===== config.mk =====
export PLATFORM = sky130hd
export DESIGN_NAME = i2c_reg_bank_flat
export DESIGN_NICKNAME = d
export VERILOG_FILES = /design/src/rtl/i2c_reg_bank_pkg.sv /design/src/rtl/i2c_reg_bank_if.sv /design/src/rtl/i2c_sync_edge.sv /design/src/rtl/i2c_reg_bank.sv /design/src/flat_wrapper.sv
export SDC_FILE = /design/constraint.sdc
export NUM_CORES = 1
export LEC_CHECK = 0
export ABC_AREA = 1
export BUFFER_PORTS_ARGS = -buffer_cell sky130_fd_sc_hd__buf_2
export CAP_MARGIN = 25
export CORE_UTILIZATION = 26
export DETAILED_ROUTE_END_ITERATION = 7
export HOLD_SLACK_MARGIN = 0.15
export PLACE_DENSITY_LB_ADDON = 0.25
export SYNTH_ARGS = -nofsm -noshare
export SYNTH_HDL_FRONTEND = slang
export SYNTH_SLANG_ARGS = --single-unit

===== constraint.sdc =====
create_clock -name clksys -period 4.22 [get_ports clksys]
set_clock_uncertainty 0.15 [all_clocks]
set_input_delay 0.633 -clock clksys [delete_from_list [all_inputs] [get_ports clksys]]
set_output_delay 0.633 -clock clksys [all_outputs]
set_load 0.01 [all_outputs]

===== src/rtl/i2c_reg_bank_pkg.sv =====
// Shared definitions for the I2C register bank: register map, reset values,
// device ID and FSM state encoding.
package i2c_reg_bank_pkg;

   // Register map (4-bit pointer space)
   localparam logic [3:0] REG_CTRL    = 4'h0;
   localparam logic [3:0] REG_FDIV_LO = 4'h1;
   localparam logic [3:0] REG_FDIV_HI = 4'h2;
   localparam logic [3:0] REG_PATTERN = 4'h3;
   localparam logic [3:0] REG_INTV0   = 4'h4;
   localparam logic [3:0] REG_INTV1   = 4'h5;
   localparam logic [3:0] REG_INTV2   = 4'h6;
   localparam logic [3:0] REG_INTV3   = 4'h7;
   localparam logic [3:0] REG_ID      = 4'h8;

   // Reset values and read-only ID
   localparam logic [7:0]  CTRL_RST    = 8'h00;
   localparam logic [7:0]  HOLD_RST    = 8'h00;
   localparam logic [15:0] FDIV_RST    = 16'h00FF;
   localparam logic [7:0]  PATTERN_RST = 8'h00;
   localparam logic [7:0]  INTV_RST    = 8'h00;
   localparam logic [7:0]  ID_VALUE    = 8'hA5;

   typedef enum logic [3:0] {
      ST_IDLE,
      ST_ADDR,
      ST_ADDR_ACK,
      ST_PTR,
      ST_PTR_ACK,
      ST_WDATA,
      ST_WACK,
      ST_RDATA,
      ST_RACK
   } state_t;

   // Pointer post-increment: the implemented map ends at the ID register,
   // so stepping past it returns to ctrl.
   function automatic logic [3:0] ptr_next(input logic [3:0] ptr);
      return (ptr == REG_ID) ? 4'h0 : ptr + 4'h1;
   endfunction

endpackage


===== src/rtl/i2c_reg_bank_if.sv =====
// I2C pad-side bus: SCL and SDA as seen at the pads, plus the open-drain
// pull-down enable for SDA.
interface i2c_reg_bank_if;
   logic scl_in;
   logic sda_in;
   logic sda_oe;

   modport master (output scl_in, output sda_in, input sda_oe);
   modport slave  (input scl_in, input sda_in, output sda_oe);
endinterface


===== src/rtl/i2c_sync_edge.sv =====
// Brings SCL/SDA into the clksys domain and derives SCL edges and
// START/STOP conditions from the synchronized copies only.
module i2c_sync_edge #(
   parameter int SYNC_STAGES = 2
) (
   input  logic clksys,
   input  logic rst,
   input  logic scl_in,
   input  logic sda_in,
   output logic sda_s,
   output logic scl_rise,
   output logic scl_fall,
   output logic start_det,
   output logic stop_det
);

   logic [SYNC_STAGES-1:0] scl_sync;
   logic [SYNC_STAGES-1:0] sda_sync;
   logic                   scl_s;
   logic                   scl_d;
   logic                   sda_d;

   assign scl_s = scl_sync[SYNC_STAGES-1];
   assign sda_s = sda_sync[SYNC_STAGES-1];

   // Synchronizer chains plus one history flop each; reset to the idle-bus level.
   // NOTE: sequential state uses <= so every flop samples pre-edge values.
   always_ff @(posedge clksys or posedge rst) begin
      if (rst) begin
         scl_sync <= '1;
         sda_sync <= '1;
         scl_d    <= 1'b1;
         sda_d    <= 1'b1;
      end else begin
         scl_sync[0] <= scl_in;
         sda_sync[0] <= sda_in;
         for (int i = 1; i < SYNC_STAGES; i++) begin
            scl_sync[i] <= scl_sync[i-1];
            sda_sync[i] <= sda_sync[i-1];
         end
         scl_d <= scl_s;
         sda_d <= sda_s;
      end
   end

   assign scl_rise  =  scl_s & ~scl_d;
   assign scl_fall  = ~scl_s &  scl_d;
   // SCL must be high on both samples so an SCL edge is never mistaken for START/STOP.
   assign start_det =  scl_s &  scl_d &  sda_d & ~sda_s;
   assign stop_det  =  scl_s &  scl_d & ~sda_d &  sda_s;

endmodule


===== src/rtl/i2c_reg_bank.sv =====
// I2C slave with a small register file driving the PWM generator.
// Write: ADDR(W) + pointer byte + data bytes. Read: ADDR(R) streams from pointer.
module i2c_reg_bank
   import i2c_reg_bank_pkg::*;
#(
   parameter logic [6:0] SLAVE_ADDR  = 7'h50,
   parameter int         SYNC_STAGES = 2
) (
   input  logic          clksys,
   input  logic          rst,
   i2c_reg_bank_if.slave bus,
   output logic [7:0]    ctrl,
   output logic [15:0]   fre_div,
   output logic [7:0]    pattern,
   output logic [7:0]    interval0,
   output logic [7:0]    interval1,
   output logic [7:0]    interval2,
   output logic [7:0]    interval3,
   output logic          busy
);

   logic       sda_s;
   logic       scl_rise;
   logic       scl_fall;
   logic       start_det;
   logic       stop_det;

   state_t     state;
   logic [2:0] bit_cnt;
   logic [6:0] shift_reg;
   logic [7:0] tx_reg;
   logic [3:0] pointer;
   logic [7:0] fdiv_hold;
   logic       rw;
   logic       ack_phase;
   logic       master_ack;
   logic [7:0] rx_byte;
   logic [7:0] rd_byte;

   i2c_sync_edge #(.SYNC_STAGES(SYNC_STAGES)) u_sync (
      .clksys    (clksys),
      .rst       (rst),
      .scl_in    (bus.scl_in),
      .sda_in    (bus.sda_in),
      .sda_s     (sda_s),
      .scl_rise  (scl_rise),
      .scl_fall  (scl_fall),
      .start_det (start_det),
      .stop_det  (stop_det)
   );

   // Byte completed by the bit being sampled on this SCL rise.
   assign rx_byte = {shift_reg, sda_s};

   // Read-back mux addressed by the pointer.
   // NOTE: assign a default first so no path through always_comb infers a latch.
   always_comb begin
      rd_byte = 8'h00;
      case (pointer)
         REG_CTRL:    rd_byte = ctrl;
         REG_FDIV_LO: rd_byte = fdiv_hold;
         REG_FDIV_HI: rd_byte = fre_div[15:8];
         REG_PATTERN: rd_byte = pattern;
         REG_INTV0:   rd_byte = interval0;
         REG_INTV1:   rd_byte = interval1;
         REG_INTV2:   rd_byte = interval2;
         REG_INTV3:   rd_byte = interval3;
         REG_ID:      rd_byte = ID_VALUE;
         default:     rd_byte = 8'h00;
      endcase
   end

   // Protocol FSM and register file; START/STOP pre-empt any state.
   always_ff @(posedge clksys or posedge rst) begin
      if (rst) begin
         // NOTE: the register file is a few flops, not a RAM, so it is reset explicitly.
         state      <= ST_IDLE;
         bit_cnt    <= 3'd0;
         shift_reg  <= 7'd0;
         tx_reg     <= 8'd0;
         pointer    <= 4'h0;
         rw         <= 1'b0;
         ack_phase  <= 1'b0;
         master_ack <= 1'b0;
         bus.sda_oe <= 1'b0;
         busy       <= 1'b0;
         ctrl       <= CTRL_RST;
         fdiv_hold  <= HOLD_RST;
         fre_div    <= FDIV_RST;
         pattern    <= PATTERN_RST;
         interval0  <= INTV_RST;
         interval1  <= INTV_RST;
         interval2  <= INTV_RST;
         interval3  <= INTV_RST;
      end else if (stop_det) begin
         state      <= ST_IDLE;
         ack_phase  <= 1'b0;
         bus.sda_oe <= 1'b0;
         busy       <= 1'b0;
      end else if (start_det) begin
         state      <= ST_ADDR;
         bit_cnt    <= 3'd0;
         ack_phase  <= 1'b0;
         bus.sda_oe <= 1'b0;
         busy       <= 1'b1;
      end else begin
         case (state)
            ST_IDLE: ;

            ST_ADDR: if (scl_rise) begin
               shift_reg <= rx_byte[6:0];
               bit_cnt   <= bit_cnt + 3'd1;
               if (bit_cnt == 3'd7) begin
                  rw        <= rx_byte[0];
                  ack_phase <= 1'b0;
                  state     <= (rx_byte[7:1] == SLAVE_ADDR) ? ST_ADDR_ACK : ST_IDLE;
               end
            end

            // First SCL fall drives ACK, second one ends the ACK clock.
            ST_ADDR_ACK: if (scl_fall) begin
               if (!ack_phase) begin
                  bus.sda_oe <= 1'b1;
                  ack_phase  <= 1'b1;
               end else begin
                  ack_phase <= 1'b0;
                  bit_cnt   <= 3'd0;
                  if (rw) begin
                     tx_reg     <= {rd_byte[6:0], 1'b0};
                     bus.sda_oe <= ~rd_byte[7];
                     state      <= ST_RDATA;
                  end else begin
                     bus.sda_oe <= 1'b0;
                     state      <= ST_PTR;
                  end
               end
            end

            ST_PTR: if (scl_rise) begin
               shift_reg <= rx_byte[6:0];
               bit_cnt   <= bit_cnt + 3'd1;
               if (bit_cnt == 3'd7) begin
                  pointer <= rx_byte[3:0];
                  state   <= ST_PTR_ACK;
               end
            end

            ST_PTR_ACK, ST_WACK: if (scl_fall) begin
               if (!ack_phase) begin
                  bus.sda_oe <= 1'b1;
                  ack_phase  <= 1'b1;
               end else begin
                  bus.sda_oe <= 1'b0;
                  ack_phase  <= 1'b0;
                  bit_cnt    <= 3'd0;
                  state      <= ST_WDATA;
               end
            end

            // Registers commit only once the full byte is in; aborted bytes never reach here.
            ST_WDATA: if (scl_rise) begin
               shift_reg <= rx_byte[6:0];
               bit_cnt   <= bit_cnt + 3'd1;
               if (bit_cnt == 3'd7) begin
                  case (pointer)
                     REG_CTRL:    ctrl      <= rx_byte;
                     REG_FDIV_LO: fdiv_hold <= rx_byte;
                     REG_FDIV_HI: fre_div   <= {rx_byte, fdiv_hold};
                     REG_PATTERN: pattern   <= rx_byte;
                     REG_INTV0:   interval0 <= rx_byte;
                     REG_INTV1:   interval1 <= rx_byte;
                     REG_INTV2:   interval2 <= rx_byte;
                     REG_INTV3:   interval3 <= rx_byte;
                     default: ;
                  endcase
                  pointer <= ptr_next(pointer);
                  state   <= ST_WACK;
               end
            end

            // MSB is already on the pad; each SCL fall presents the next bit.
            ST_RDATA: if (scl_rise) begin
               bit_cnt <= bit_cnt + 3'd1;
               if (bit_cnt == 3'd7) begin
                  pointer   <= ptr_next(pointer);
                  ack_phase <= 1'b0;
                  state     <= ST_RACK;
               end
            end else if (scl_fall) begin
               bus.sda_oe <= ~tx_reg[7];
               tx_reg     <= {tx_reg[6:0], 1'b0};
            end

            // Release SDA for the master's ACK, sample it, then continue or stop.
            ST_RACK: if (scl_fall) begin
               if (!ack_phase) begin
                  bus.sda_oe <= 1'b0;
                  ack_phase  <= 1'b1;
               end else if (master_ack) begin
                  tx_reg     <= {rd_byte[6:0], 1'b0};
                  bus.sda_oe <= ~rd_byte[7];
                  ack_phase  <= 1'b0;
                  bit_cnt    <= 3'd0;
                  state      <= ST_RDATA;
               end else begin
                  ack_phase <= 1'b0;
                  state     <= ST_IDLE;
               end
            end else if (scl_rise && ack_phase) begin
               master_ack <= ~sda_s;
            end

            default: state <= ST_IDLE;
         endcase
      end
   end

endmodule


===== src/flat_wrapper.sv =====
// flat-port wrapper written by rule: the top's interface ports become plain ports
module i2c_reg_bank_flat import i2c_reg_bank_pkg::*;
#(
   parameter logic [6:0] SLAVE_ADDR  = 7'h50,
   parameter int         SYNC_STAGES = 2
)
  (clksys, rst, ctrl, fre_div, pattern, interval0, interval1, interval2, interval3, busy, bus_scl_in, bus_sda_in, bus_sda_oe);
  i2c_reg_bank_if bus_i ();
  input  logic clksys;
  input  logic rst;
  output logic [7:0] ctrl;
  output logic [15:0] fre_div;
  output logic [7:0] pattern;
  output logic [7:0] interval0;
  output logic [7:0] interval1;
  output logic [7:0] interval2;
  output logic [7:0] interval3;
  output logic busy;
  input wire logic [$bits(bus_i.scl_in)-1:0] bus_scl_in;
  input wire logic [$bits(bus_i.sda_in)-1:0] bus_sda_in;
  output wire logic [$bits(bus_i.sda_oe)-1:0] bus_sda_oe;
  assign bus_i.scl_in = bus_scl_in;
  assign bus_i.sda_in = bus_sda_in;
  assign bus_sda_oe = bus_i.sda_oe;
  i2c_reg_bank #(.SLAVE_ADDR(SLAVE_ADDR), .SYNC_STAGES(SYNC_STAGES)) u_core (.clksys(clksys), .rst(rst), .bus(bus_i), .ctrl(ctrl), .fre_div(fre_div), .pattern(pattern), .interval0(interval0), .interval1(interval1), .interval2(interval2), .interval3(interval3), .busy(busy));
endmodule

==> reports/qor.csv <==
stage;metric;value;unit
place;IO Port Bufs;69;
clocking;cts repair resizes;0;
synthesis;Synth Area in Simple Gates;27.1;%
finish;final layout net count;717;
setup_path;endpoint class of the critical path;register;
synthesis;mux cell area share after synthesis;0.417;%
setup_path;Critical-path top delay cell;dfstp_2;
synthesis;post-synthesis cell count;636;
clocking;CTS Hold Bufs;0;
setup_path;Worst Path Buf+Inv;3;
clocking;number of post-CTS setup repair buffers;0;
pwr;PwrDens;331;mW/mm^2
setup_path;arrival time worst endpoint;2.62;ns
sta;Worst Tran Pin Value;0.792;ns
setup_path;Worst path max stage delay;0.54;ns
routing;routed wire length;15.2;mm
clocking;CTS Sinks;108;
finish;fillers;2059;
finish;largest register by flop count;u_core.fre_div;
status;run status;completed;
sta;# setup viols final;0;
clocking;CTS H-tree lvls;3;
setup_path;Crit Path Class;reg2reg;
global_route;first-pass GRT wire length;23.8;mm
synthesis;Cell variety after synth;34;
finish;share of cells above drive strength 1;17.0;%
setup_path;Worst EP required;4.32;ns
global_route;GRT Residual Overflow;0;
routing;Via density;4.56;
clocking;CTS root buf;clkbuf_16;
sta;Tmin final;2.52;ns
sta;final hold vios;0;
sta;period utilization;59.8;%
setup_path;CP Cell Sequence;inv_1 > nand4_1 > inv_1 > nor2_2 > nand2_1 > nor3_4 > inv_2 > nand2_1 > nand2_1;
die;Core ar.;0.0190;sq mm
die;Site Rows;50;
sta;RSZ-0062 raised after global routing;false;
setup_path;Most common cell on crit path;nand2_1;
sta;hold slack;0.207;ns
finish;diodes inserted;0;
sta;Setup TNS Final;0;ns
pwr;LEAKAGE;2.99;nW
clocking;CTS tree;yes;
clocking;clk slew on worst S/H paths;0.07;ns
pwr;Peak VDD IR;194;uV
finish;Layout area overhead;18.2;%
synthesis;largest family of logic cells by synthesized area;simple AND/OR/NAND/NOR gates;
setup_path;CP startpoint kind;register;
synthesis;Post-Syn Area;0.00510;sq mm
setup_path;Crit path max-delay family;simple AND/OR/NAND/NOR gates;
finish;max FFs per register;16;
setup_path;worst-path fanout max;13;
routing;violation count after the first detailed-routing iteration;246;
synthesis;complex-gate fraction of the synthesized area;12.0;%
synthesis;sequential-to-total area share from yosys stat;53.3;%
clocking;CTS Buf Count;9;
place;gpl congestion;0.828;
global_route;vias in the first global route;4019;
global_route;largest net degree at the start of global routing;64;
finish;multi-input logic area;0.00211;sq mm
synthesis;adder-cell share of the synthesized area;1.47;%
die;boundary pin count;70;
routing;routed length per instance;15.6;um
synthesis;Post-Synth XOR/XNOR Area;0.343;%
routing;vias after detailed routing;4431;
sta;f_max;396;MHz
routing;# DRC;0;
die;die width;142;um
die;Initial Util;26.9;%
die;Die Y;142;um
synthesis;Net Count, Synth;646;
worst_hold_path;Hold Path Class;reg2reg;
sta;Rel. slew slack;47.2;%
synthesis;post-synthesis register bit count;108;
place;DPL Wire Length;11.0;mm
synthesis;Synthesis Warnings;0;
global_route;Tot GR Track Use;15.7;%
job;Max-cap violations;0;
clocking;Clock Latency Late Sink;0.36;ns
sta;final slew viol count;0;
routing;First-pass DRT Iterations;5;
finish;Sequential Area;0.00272;sq mm
routing;Final ANT Viol Nets;0;
global_route;initial antenna violation count;0;
clocking;clk buf depth;2;
synthesis;syn avg cell area;8.02;sq um
die;Die Area;0.0202;sq mm
## cell type report
cell class                      instances  share of cell area, %
Clock buffer                           10                   3.80
Clock inverter                          6                  0.892
Inverter                               56                   3.57
Tap cell                              260                   5.39
Sequential cell                       108                   45.1
Timing Repair Buffer                   74                   6.35
Multi-Input combinational cell        458                   34.9
## path summary, 6_finish.rpt
kind                                             end  cells past startpoint  slack [ns]                      start
max                                 u_core.tx_reg[2]                      9        1.70  u_core.u_sync.sda_sync[1]
min                        u_core.u_sync.scl_sync[1]                      0        0.21  u_core.u_sync.scl_sync[0]
max reg2reg                         u_core.tx_reg[2]                      9        1.70  u_core.u_sync.sda_sync[1]
min reg2reg                u_core.u_sync.scl_sync[1]                      0        0.21  u_core.u_sync.scl_sync[0]
max in group asynchronous          u_core.fre_div[4]                      3        2.79                        rst
min in group asynchronous          u_core.pattern[2]                      2        0.28                        rst
## cells in the final DEF, fill, tap and decap left out, types with 3 or more instances in the layout
cell type / instances
o21ai_0: 94
buf_2: 69
dfstp_2: 14
inv_1: 51
nand4_1: 10
o21ai_1: 5
nand2_2: 3
dfrtp_1: 94
clkbuf_16: 9
nor2_1: 37
inv_2: 3
a31oi_1: 3
ha_1: 6
nand3_1: 28
buf_4: 5
a21oi_1: 7
a22oi_1: 3
nor2_2: 4
nand2_1: 237
nor3_1: 4
## metal layers
| layer | track usage [%] | routed length [um] | up-vias |
|---|---|---|---|
| met2 | 23.6 | 6820 | 95 |
| met5 | 0 | 0 | - |
| met4 | 5.83 | 227 | 0 |
| met3 | 1.78 | 566 | 13 |
| li1 | - | - | 2212 |
| met1 | 23.0 | 7540 | 2111 |
## cells in the mapped netlist
cell type | number | area share [%]
a21oi_1 | 7 | 0.69
o21ai_0 | 94 | 9.2
inv_4 | 1 | 0.12
o22ai_1 | 2 | 0.25
inv_2 | 3 | 0.22
nand3b_1 | 1 | 0.15
a31oi_1 | 3 | 0.37
nand2_1 | 237 | 17
o21bai_1 | 1 | 0.15
nand2_2 | 3 | 0.37
nand3_1 | 28 | 2.7
clkbuf_1 | 7 | 0.51
a22oi_1 | 3 | 0.44
dfrtp_1 | 94 | 46
nand4_2 | 1 | 0.25
buf_4 | 1 | 0.15
nor2_2 | 4 | 0.49
mux2i_1 | 1 | 0.20
mux2_2 | 1 | 0.22
nor3_4 | 2 | 0.64
nor3_1 | 4 | 0.39
o21ai_1 | 5 | 0.49
o211a_1 | 1 | 0.20
and3_1 | 1 | 0.12
nor4_1 | 1 | 0.12
nor2_4 | 2 | 0.44
buf_2 | 6 | 0.59
ha_1 | 6 | 1.5
nand4_1 | 10 | 1.2
xor2_1 | 2 | 0.34
o2111ai_1 | 1 | 0.17
nor2_1 | 37 | 2.7
inv_1 | 52 | 3.8
dfstp_2 | 14 | 7.2
## through the flow
step / power (mW) / cell area, sq um / std cells / utilization, % / setup WS, ns
detailed placement: 1.19 / 5750 / 956 / 30.3 / 1.65
finish: 2.00 / 6030 / 972 / 31.8 / 1.70
floorplan: 1.14 / 5100 / 636 / - / 0.615
CTS: 2.02 / 6030 / 972 / 31.8 / 1.62
global placement: 1.18 / 5750 / 956 / 30.3 / 1.65
global route: 2.07 / 6030 / 972 / 31.8 / 1.39
## report_power, final
group	total (mW)	switching (mW)	internal [mW]
clock network	0.837	0.424	0.412
registers	1.07	0.0135	1.05
logic	0.0973	0.0790	0.0183
## kinds of logic (layout without fill, tap and decap cells)
| kind of cell | after synthesis | after routing |
|---|---|---|
| muxes | 2 | 2 |
| adders and majority gates | 6 | 6 |
| DFF | 108 | 108 |
| buffers and inverters | 70 | 146 |
| xor gates and xnor gates | 2 | 2 |
| and+or+nand+nor | 331 | 331 |
| AOI/OAI and AO/OA | 117 | 117 |
(Power assumes the default switching activity.)
